==> config.mk <==
export PLATFORM = sky130hd
export DESIGN_NAME = universal_shift_reg
export DESIGN_NICKNAME = d
export VERILOG_FILES = /design/src/rtl/universal_shift_reg.sv
export SDC_FILE = /design/constraint.sdc
export NUM_CORES = 1
export LEC_CHECK = 0
export ABC_AREA = 1
export BUFFER_PORTS_ARGS = -buffer_cell sky130_fd_sc_hd__buf_2
export CAP_MARGIN = 20
export CORE_AREA = 4 4 41 43
export CTS_CLUSTER_SIZE = 25
export DETAILED_ROUTE_END_ITERATION = 16
export DIE_AREA = 0 0 45 47
export PLACE_DENSITY_LB_ADDON = 0.15
export SLEW_MARGIN = 20
export SYNTH_ARGS = -nofsm -noshare
export SYNTH_HDL_FRONTEND = slang
export SYNTH_SLANG_ARGS = --single-unit
export TNS_END_PERCENT = 20
==> constraint.sdc <==
create_clock -name clock -period 1.64 [get_ports clock]
set_input_delay 0 -clock clock [delete_from_list [all_inputs] [get_ports clock]]
set_output_delay 0 -clock clock [all_outputs]
set_load 0.01 [all_outputs]
==> src/rtl/universal_shift_reg.sv <==
// Universal shift register: DEPTH stages of WIDTH bits with forward/backward shift,
// rotate, parallel load and a saturating count of shifted-in stages.
module universal_shift_reg #(
  parameter  int WIDTH = 1,
  parameter  int DEPTH = 4,
  localparam int CW    = $clog2(DEPTH + 1)
) (
  input  logic                   clock,
  input  logic                   clear,
  input  logic                   en,
  input  logic [2:0]             mode,
  input  logic [WIDTH-1:0]       sin_f,
  input  logic [WIDTH-1:0]       sin_b,
  input  logic [WIDTH*DEPTH-1:0] pdata_in,
  output logic [WIDTH*DEPTH-1:0] pdata_out,
  output logic [WIDTH-1:0]       sout_f,
  output logic [WIDTH-1:0]       sout_b,
  output logic [CW-1:0]          count,
  output logic                   full
);

  typedef enum logic [2:0] {
    MODE_HOLD = 3'b000,
    MODE_SHF  = 3'b001,
    MODE_SHB  = 3'b010,
    MODE_ROTF = 3'b011,
    MODE_ROTB = 3'b100,
    MODE_LOAD = 3'b101
  } mode_e;

  localparam logic [CW-1:0] FULL_COUNT = CW'(DEPTH);

  logic [WIDTH-1:0] stage     [DEPTH];
  logic [WIDTH-1:0] stage_nxt [DEPTH];
  logic [CW-1:0]    count_nxt;
  logic [CW-1:0]    count_inc;

  assign count_inc = (count == FULL_COUNT) ? count : count + CW'(1);

  // Next state is built only from pre-edge register values, so there is no
  // fall-through from a serial input to the opposite serial output in one cycle.
  always_comb begin
    // NOTE: every combinational output gets a default first so no path infers a latch.
    stage_nxt = stage;
    count_nxt = count;
    if (en) begin
      case (mode_e'(mode))
        MODE_SHF, MODE_ROTF: begin
          stage_nxt[0] = (mode_e'(mode) == MODE_SHF) ? sin_f : stage[DEPTH-1];
          for (int i = 1; i < DEPTH; i++) stage_nxt[i] = stage[i-1];
          if (mode_e'(mode) == MODE_SHF) count_nxt = count_inc;
        end
        MODE_SHB, MODE_ROTB: begin
          stage_nxt[DEPTH-1] = (mode_e'(mode) == MODE_SHB) ? sin_b : stage[0];
          for (int i = 0; i < DEPTH - 1; i++) stage_nxt[i] = stage[i+1];
          if (mode_e'(mode) == MODE_SHB) count_nxt = count_inc;
        end
        MODE_LOAD: begin
          for (int i = 0; i < DEPTH; i++) stage_nxt[i] = pdata_in[i*WIDTH +: WIDTH];
          count_nxt = FULL_COUNT;
        end
        default: ;  // hold and the reserved encodings 110/111
      endcase
    end
  end

  // NOTE: sequential state uses non-blocking assignments so every register
  // samples pre-edge values regardless of statement order.
  always_ff @(posedge clock) begin
    if (clear) begin
      // NOTE: the stage array is a register bank, not a RAM, so each entry is reset.
      for (int i = 0; i < DEPTH; i++) stage[i] <= '0;
      count <= '0;
    end else begin
      stage <= stage_nxt;
      count <= count_nxt;
    end
  end

  always_comb begin
    pdata_out = '0;
    for (int i = 0; i < DEPTH; i++) pdata_out[i*WIDTH +: WIDTH] = stage[i];
  end

  assign sout_f = stage[DEPTH-1];
  assign sout_b = stage[0];
  assign full   = (count == FULL_COUNT);

endmodule

==> metrics, run 1 <==
outcome finished clean; routed wire length per instance about 10 µm; GRT Util Overall about 14%; H-tree Lvls 1; row count 13; IO Count 22; Max Cap Viol 0; TritonCTS clock tree done; Post-Route WL between 1 and 1.5 mm; Die Y between 40 and 50 µm; critical path fanouts, max 4; PD cells roughly 690 nW/µm²; Core ar. 1301 µm²; CP Launch Type register; Min-Delay Startpoint pdata_in[3]; setup total negative slack 0 ns; final hold violations 0; unrepaired setup endpoints after global routing false; Initial Util approximately 44%; register-to-register setup slack between 0.3 and 0.4 ns; post-route ant nets 0; Setup WS post-layout 0.3782 ns; Clock transition at path regs 0.05 ns; Post-Syn Nets approximately 110; sequential share of the synthesized area 24.40%; total gr overflow 0; layout cell share with drive strength beyond 1 ~29%; most frequent cells in the layout nand2_1 (27), buf_2 (21), nand3_1 (14); Initial DRC Count 7; worst vdd ir just over 0.5 mV; vias in the first global route 562; drt drc 0; die width 45 µm; Final period util between 70% and 80%; iteration count of the initial detailed-routing pass 4; reg2reg path depth 7; maximum root-to-sink buffer count 2; Hold Crit Endpoint sout_f$_SDFFE_PP0P_; Post-CTS Setup Repair Bufs 0; Unique masters post-synth 18; Vias approximately 600; TritonCTS Buffers 3; clock skew about 0.0013 ns; Critical Path RT between 1.5 and 2 ns; Static Leak about 0.4 nW; CP Class reg2reg; Syn Area/Cell about 6.3 µm²; Sink Count 7; Worst Hold Class in2reg; max_slew headroom between 80% and 90%; Hold Path Cell Cnt 5; fin util 54.42%; dpl hpwl around 1.1 mm; Final Wtd Congestion about 0.76; port bufs 21; largest net degree at the start of global routing 10; Reg-to-Reg End count[0]$_SDFFE_PP0P_; global-route wire length before repair 2.194 mm; full die area 2115 µm²; CP Capture Type register; fin crit period approximately 1.3 ns; Final nets 129; Worst Path Arrival 1.39 ns; Synth-to-Final Area Change 23.31%; Worst Tran Pin Value 0.2141 ns; n_diodes 0; worst r2r src count[0]$_SDFFE_PP0P_; gate count after technology mapping about 90; FF+latch count, synth 7; Clock Root Buffer clkbuf_4; initial antenna violation count 0; Final setup viols 0; Vias/cell around 4.7; commonest non-fill, non-tap cell in the layout nand2_1; yosys warns 0; f_max between 700 and 800 MHz; clock latency on the worst-skew pair ~0.24 ns; Post-Place Setup Slack 0.3727 ns; Max Slew Vio Count 0; synthesized cell area 574.3 µm²
[layer usage]
layer  vias to the layer above  track usage, %  share of wire (%)
li1                        330               -                  -
met1                       255           17.16                 44
met2                        14           25.14                 50
met3                         2           1.149                4.3
met4                         0           9.357                1.7
met5                         -               0                  0
[flip-flops by register name, indices dropped and copies added, names as in the netlist]
name	cells
count	3
pdata_out	2
sout_b	1
sout_f	1
[how the worst max path moves through the flow]
stage	from	endpoint	slack [ns]	cells after the start
3_3_place_gp	count[0]$_SDFFE_PP0P_	count[0]$_SDFFE_PP0P_	0.42	7
6_report	count[0]$_SDFFE_PP0P_	count[0]$_SDFFE_PP0P_	0.38	7
2_1_floorplan	count[0]$_SDFFE_PP0P_	count[0]$_SDFFE_PP0P_	0.40	7
5_1_grt	count[0]$_SDFFE_PP0P_	count[0]$_SDFFE_PP0P_	0.24	7
3_5_place_dp	count[0]$_SDFFE_PP0P_	count[0]$_SDFFE_PP0P_	0.37	7
4_1_cts	count[0]$_SDFFE_PP0P_	count[0]$_SDFFE_PP0P_	0.37	7
[kinds of logic after synthesis]
| family | count (synthesis) | share of synthesized area (%) |
|---|---|---|
| AOI/OAI and AO/OA | 7 | 8.497 |
| xor gates and xnor gates | 1 | 1.525 |
| adders and majority gates | 2 | 4.357 |
| buffers and inverters | 17 | 13.72 |
| DFF | 7 | 24.40 |
| and+or+nand+nor | 57 | 47.49 |
[through the flow]
step	hold slack [ns]	area, µm²	instances	total power [mW]
CTS	0.09398	708.2	129	0.4980
global route	0.1333	708.2	129	0.5250
floorplan	0.06907	574.3	91	0.3014
detailed placement	0.1975	671.9	124	0.3454
finish	0.09163	708.2	129	0.4912
global placement	0.1929	671.9	124	0.3435
[report_power, final]
group	switching [mW]	internal, mW	leakage (nW)	total [mW]
Sequential	0.0139	0.184	0.0575	0.197
Combinational	0.0860	0.0592	0.335	0.145
Clock	0.0562	0.0924	0.0150	0.149
[worst max-delay path, stage by stage, from the launching register on]
cell and delay [ns]:
dfxtp_1 0.35, inv_1 0.08, ha_1 0.19, nand2_1 0.08, o21a_1 0.16, nand2_1 0.09
o21ai_0 0.15, a21oi_1 0.05
[synth_stat cells]
master | instances | area (µm²)
a21oi_1 | 4 | 20.02
buf_4 | 2 | 15.01
buf_6 | 1 | 11.26
dfxtp_1 | 7 | 140.1
ha_1 | 2 | 25.02
inv_1 | 11 | 41.29
inv_2 | 3 | 11.26
nand2_1 | 27 | 101.4
nand2_4 | 3 | 33.78
nand3_1 | 14 | 70.07
nand3_2 | 2 | 20.02
nand4_1 | 2 | 12.51
nor2_1 | 8 | 30.03
nor3_1 | 1 | 5.000
o21a_1 | 1 | 7.510
o21ai_0 | 1 | 5.000
o21ai_4 | 1 | 16.27
xnor2_1 | 1 | 8.760
[cell type report]
type,instances,area [µm²]
fillers,141,593.1
multi-input cells,67,355.3
flip-flops and latches,7,140.1
repair buffers,22,115.1
inverters,14,52.55
clock buffers,4,26.28
well taps,15,18.77
[timing repair]
item	in CTS	in global routing
resized for setup	0	0
endpoints found under the hold margin	2	0
setup endpoints to repair	0	0
hold buffers	1	0
(Power assumes the default switching activity.)
==> run 2: changes to the inputs <==
Settings changed: CORE_AREA 4 4 41 43 to not set, CORE_MARGIN set to 4, CORE_UTILIZATION set to 41, DIE_AREA 0 0 45 47 to not set.
Clock period 1.64 ns to 1.15 ns, I/O delays scaled along.
==> metrics, run 2 (synthesis gave the netlist of run 1 again) <==
PD cells 952.9 nW/µm² (was 693.6 nW/µm²); Worst Hold Class in2reg (unchanged); Vias/cell 4.812 (was 4.659); outcome finished clean (unchanged); max_slew headroom 85.16% (was 85.71%); final hold violations 0 (unchanged); total gr overflow 0 (unchanged); Final nets 133 (was 129); Final setup viols 0 (unchanged); row count 13 (unchanged); TritonCTS Buffers 3 (unchanged); Sink Count 7 (unchanged); Core ar. 1318 µm² (was 1301 µm²); GRT Util Overall 14.72% (was 14.49%); TritonCTS clock tree done (unchanged); Synth-to-Final Area Change 36.38% (was 23.31%); Max Slew Vio Count 0 (unchanged); iteration count of the initial detailed-routing pass 4 (unchanged); Hold Crit Endpoint sout_f$_SDFFE_PP0P_ (unchanged); most frequent cells in the layout nand2_1 (25), buf_2 (21), nand3_1 (14) (was nand2_1 (27), buf_2 (21), nand3_1 (14)); reg2reg path depth 7 (unchanged); f_max 905.1 MHz (was 792.5 MHz); Worst Path Arrival 1.29 ns (was 1.39 ns); H-tree Lvls 1 (unchanged); clock skew 0.005361 ns (was 0.001322 ns); Largest register FFs 3 (unchanged); Post-Place Setup Slack -0.02093 ns (was 0.3727 ns); IO Count 22 (unchanged); register-to-register setup slack 0.05 ns (was 0.38 ns); full die area 2063 µm² (was 2115 µm²); setup total negative slack 0 ns (unchanged); Post-Route WL 1.362 mm (was 1.324 mm); Clock Root Buffer clkbuf_4 (unchanged); clock latency on the worst-skew pair 0.25 ns (was 0.24 ns); Cells after DPL 128 (was 124); port bufs 21 (unchanged); CP Class reg2reg (unchanged); worst r2r src count[0]$_SDFFE_PP0P_ (unchanged); Final period util 96.08% (was 76.94%); vias in the first global route 516 (was 562); Reg with most FFs count (unchanged); unrepaired setup endpoints after global routing true (was false); global-route wire length before repair 2.145 mm (was 2.194 mm); Layout Cells excl Fill 133 (was 129); CP Launch Type register (unchanged); Initial Util 43.59% (was 44.13%); CP Capture Type register (unchanged); initial antenna violation count 0 (unchanged); worst vdd ir 0.5365 mV (was 0.5050 mV); layout cell share with drive strength beyond 1 39.83% (was 28.95%); Static Leak 0.4431 nW (was 0.4079 nW); die width 45.43 µm (was 45 µm); Critical Path RT 1.34 ns (was 1.77 ns); Max Cap Viol 0 (unchanged); fin crit period 1.105 ns (was 1.262 ns); routed wire length per instance 10.24 µm (was 10.26 µm); Clock transition at path regs 0.06 ns (was 0.05 ns); Final Wtd Congestion 0.7830 (was 0.7629); drt drc 0 (unchanged); Reg-to-Reg End count[2]$_SDFFE_PP0P_ (was count[0]$_SDFFE_PP0P_); post-route ant nets 0 (unchanged); largest net degree at the start of global routing 10 (unchanged); n_diodes 0 (unchanged); Hold Path Cell Cnt 5 (unchanged); maximum root-to-sink buffer count 2 (unchanged); Setup WS post-layout 0.04512 ns (was 0.3782 ns); Worst Tran Pin Value 0.2223 ns (was 0.2141 ns); critical path fanouts, max 4 (unchanged); Initial DRC Count 7 (unchanged); commonest non-fill, non-tap cell in the layout nand2_1 (unchanged); Die Y 45.43 µm (was 47 µm); Vias 640 (was 601); Min-Delay Startpoint pdata_in[3] (unchanged); Post-CTS Setup Repair Bufs 0 (unchanged); dpl hpwl 1.077 mm (was 1.088 mm)
[run 2: changes by cell type in the layout (fill, tap and decap cells not counted), moves of 2 or more]
cell     previous run  this run
inv_2               3         5
nand2_1            27        25
buf_4               0         4
a21oi_1             4         2
dfxtp_1             7         5
nand2_4             3         5
a21oi_2             0         2
inv_1              11         9
dfxtp_2             0         2
[run 2: through the flow]
stage               utilization (%)  total power [mW]  hold slack, ns  cell area (µm²)
floorplan                         -            0.4385         0.06367            591.8
detailed placement            54.61            0.5120          0.1908            719.4
CTS                           57.55            0.7459         0.07456            758.2
global placement              54.61            0.5081          0.1884            719.4
finish                        59.45            0.7464         0.07657            783.3
global route                  59.45            0.8093          0.1053            783.3
[run 2: report_power, final]
| part | switching [mW] | total (mW) | internal (mW) |
|---|---|---|---|
| sequential | 0.0179 | 0.280 | 0.262 |
| combinational | 0.137 | 0.242 | 0.105 |
| clock | 0.0916 | 0.224 | 0.133 |
[run 2: area by class of cell]
cell class | instances | area (µm²)
clock buffers | 4 | 26.28
fillers | 138 | 534.3
inverters | 14 | 52.55
multi-input cells | 67 | 397.9
flip-flops and latches | 7 | 142.6
well taps | 15 | 18.77
repair buffers | 26 | 145.1
[run 2: worst max-delay path, cell delays in order (launching register included)]
cell     delay (ns)
dfxtp_2        0.32
inv_2          0.07
ha_4           0.13
nand2_4        0.05
o21a_4         0.22
nand2_4        0.07
nand2_1        0.06
a21oi_2        0.13
[run 2: how the worst max path moves through the flow]
stage,cells past startpoint,end,startpoint
floorplan,7,count[1]$_SDFFE_PP0P_,count[0]$_SDFFE_PP0P_
global placement,7,count[1]$_SDFFE_PP0P_,count[1]$_SDFFE_PP0P_
detailed placement,7,count[1]$_SDFFE_PP0P_,count[0]$_SDFFE_PP0P_
CTS,7,count[1]$_SDFFE_PP0P_,count[0]$_SDFFE_PP0P_
global route,7,count[2]$_SDFFE_PP0P_,count[0]$_SDFFE_PP0P_
finish,7,count[2]$_SDFFE_PP0P_,count[0]$_SDFFE_PP0P_
[run 2: timing repair]
action                                  4_1_cts  5_1_grt
hold buffers                                  1        0
endpoints found under the hold margin         2        0
endpoints found under the setup margin        2        3
gates cloned                                  0        0
resized for setup                             1        5
pin swaps                                     2        2
[run 2: routing by layer]
layer	GRT usage (%)	wire length [µm]
met3	4.743	82
met4	8.772	8
met2	20.61	588
met5	0	0
met1	19.38	683
==> run 3: changes to the inputs <==
--- a/config.mk
+++ b/config.mk
@@ -19,2 +19 @@
 export SYNTH_SLANG_ARGS = --single-unit
-export TNS_END_PERCENT = 20
==> constraint.sdc (replaced) <==
create_clock -name clock -period 1.15 [get_ports clock]
set_input_delay 0.23 -clock clock [delete_from_list [all_inputs] [get_ports clock]]
set_output_delay 0.23 -clock clock [all_outputs]
set_load 0.01 [all_outputs]
==> metrics, run 3 (synthesis gave the netlist of run 1 again) <==
post-route ant nets 0 (unchanged); Post-Place Setup Slack -0.05948 ns (was -0.02093 ns); routed wire length per instance 10.48 µm (was 10.24 µm); PD cells 944.5 nW/µm² (was 952.9 nW/µm²); vias in the first global route 557 (was 516); Reg-to-Reg End count[0]$_SDFFE_PP0P_ (was count[2]$_SDFFE_PP0P_); H-tree Lvls 1 (unchanged); Hold Buf Count CTS 0 (was 1); total gr overflow 0 (unchanged); Sink Count 7 (unchanged); Worst Path Arrival 0.98 ns (was 1.29 ns); Post-Route WL 1.436 mm (was 1.362 mm); Largest register FFs 3 (unchanged); Initial DRC Count 3 (was 7); IO Count 22 (unchanged); slowest cell on the critical path dfxtp_2 (unchanged); die width 45.43 µm (unchanged); Crit path largest cell delay 0.33 ns (was 0.32 ns); row count 13 (unchanged); fin crit period 1.212 ns (was 1.105 ns); outcome complete, but fails checks (was finished clean); clock skew 0.0008049 ns (was 0.005361 ns); f_max 825.1 MHz (was 905.1 MHz); largest net degree at the start of global routing 10 (unchanged); Worst Hold Class in2reg (unchanged); Synth-to-Final Area Change 38.78% (was 36.38%); Clock Root Buffer clkbuf_4 (unchanged); reg2reg path depth 7 (unchanged); Vias 630 (was 640); GRT Util Overall 15.52% (was 14.72%); Clock transition at path regs 0.05 ns (was 0.06 ns); Final period util 105.4% (was 96.08%); worst vdd ir 0.5360 mV (was 0.5365 mV); clock latency on the worst-skew pair 0.25 ns (about the same); global-route wire length before repair 2.339 mm (was 2.145 mm); worst r2r src count[0]$_SDFFE_PP0P_ (unchanged); Setup WS post-layout -0.06197 ns (was 0.04512 ns); initial antenna violation count 0 (unchanged); TritonCTS Buffers 3 (unchanged); port bufs 21 (unchanged); most frequent cells in the layout nand2_1 (25), buf_2 (21), nand3_1 (14) (unchanged); maximum root-to-sink buffer count 2 (unchanged); Core ar. 1318 µm² (unchanged); CP Class reg2out (was reg2reg); layout cell share with drive strength beyond 1 42.62% (was 39.83%); max_slew headroom 86.47% (was 85.16%); full die area 2063 µm² (unchanged); Reg with most FFs count (unchanged); CP Capture Type primary output (was register); Final setup viols 4 (was 0); Final Wtd Congestion 0.8222 (was 0.7830); cell chain of the critical path inv_2 > ha_4 > nand2_2 > inv_1 > buf_2 (was inv_2 > ha_4 > nand2_4 > o21a_4 > nand2_4 > nand2_1 > a21oi_2); Max Slew Vio Count 0 (unchanged); critical path fanouts, max 2 (was 4); n_diodes 0 (unchanged); setup total negative slack -0.1180 ns (was 0 ns); Layout Cells excl Fill 137 (was 133); Vias/cell 4.599 (was 4.812); register-to-register setup slack -0.02 ns (was 0.05 ns); fin util 60.49% (was 59.45%); iteration count of the initial detailed-routing pass 4 (unchanged); CP Launch Type register (unchanged); final hold violations 0 (unchanged); Worst Tran Pin Value 0.2027 ns (was 0.2223 ns); Critical Path RT 0.92 ns (was 1.34 ns); Worst Setup SP count[0]$_SDFFE_PP0P_ (unchanged); TritonCTS clock tree done (unchanged); unrepaired setup endpoints after global routing true (unchanged); dpl hpwl 1.113 mm (was 1.077 mm); failing checks setup timing; Cells after DPL 131 (was 128); total power 0.7528 mW (was 0.7464 mW); Max Cap Viol 0 (unchanged); Final nets 137 (was 133); drt drc 0 (unchanged); Static Leak 0.4510 nW (was 0.4431 nW); Die Y 45.43 µm (unchanged); Worst Setup EP full (was count[2]$_SDFFE_PP0P_); commonest non-fill, non-tap cell in the layout nand2_1 (unchanged); Initial Util 43.59% (unchanged)
run 3: stage by stage:
step | cell area, µm² | hold WS, ns
6_report | 797.0 | 0.1741
5_1_grt | 797.0 | 0.1747
4_1_cts | 778.2 | 0.1539
3_5_place_dp | 742.0 | 0.4240
3_3_place_gp | 742.0 | 0.4206
2_1_floorplan | 591.8 | 0.2937
run 3: worst min-delay path by stage:
stage / endpoint / start / slack, ns / cells after the start
after global placement: count[1]$_SDFFE_PP0P_ / clear / 0.42 / 2
after CTS: count[1]$_SDFFE_PP0P_ / clear / 0.15 / 2
after floorplan: count[1]$_SDFFE_PP0P_ / clear / 0.29 / 1
after global routing: count[2]$_SDFFE_PP0P_ / clear / 0.17 / 2
after detailed placement: count[1]$_SDFFE_PP0P_ / clear / 0.42 / 2
final: count[2]$_SDFFE_PP0P_ / clear / 0.17 / 2
run 3: metal layers:
metal  vias up  track usage [%]  share of wire, %
met5         -                0                 0
met4         0            8.772               2.1
met3         4            3.162               6.4
met2        16            20.61                42
met1       262            22.67                49
li1        348                -                 -
run 3: what timing repair did:
item                       in CTS  in global routing
pin swaps                       0                  2
setup endpoints to repair       4                  4
setup buffers                   1                  1
cloned                          0                  0
resized for setup               1                  3
run 3: area by class of cell:
type | count | area (µm²)
fillers | 137 | 520.5
flip-flops and latches | 7 | 142.6
inverters | 14 | 52.55
multi-input cells | 67 | 384.1
repair buffers | 30 | 172.7
clock buffers | 4 | 26.28
well taps | 15 | 18.77
run 3: critical path, delay by kind of cell, from the launching register on:
family                     cells  cell delay (ns)
DFF                            1             0.33
adders and majority gates      1             0.14
and+or+nand+nor                1             0.06
buffers and inverters          3             0.21
run 3: power breakdown:
| group | switching (mW) | leakage, nW | internal [mW] |
|---|---|---|---|
| logic | 0.139 | 0.378 | 0.111 |
| clock network | 0.0899 | 0.0150 | 0.132 |
| registers | 0.0181 | 0.0583 | 0.263 |
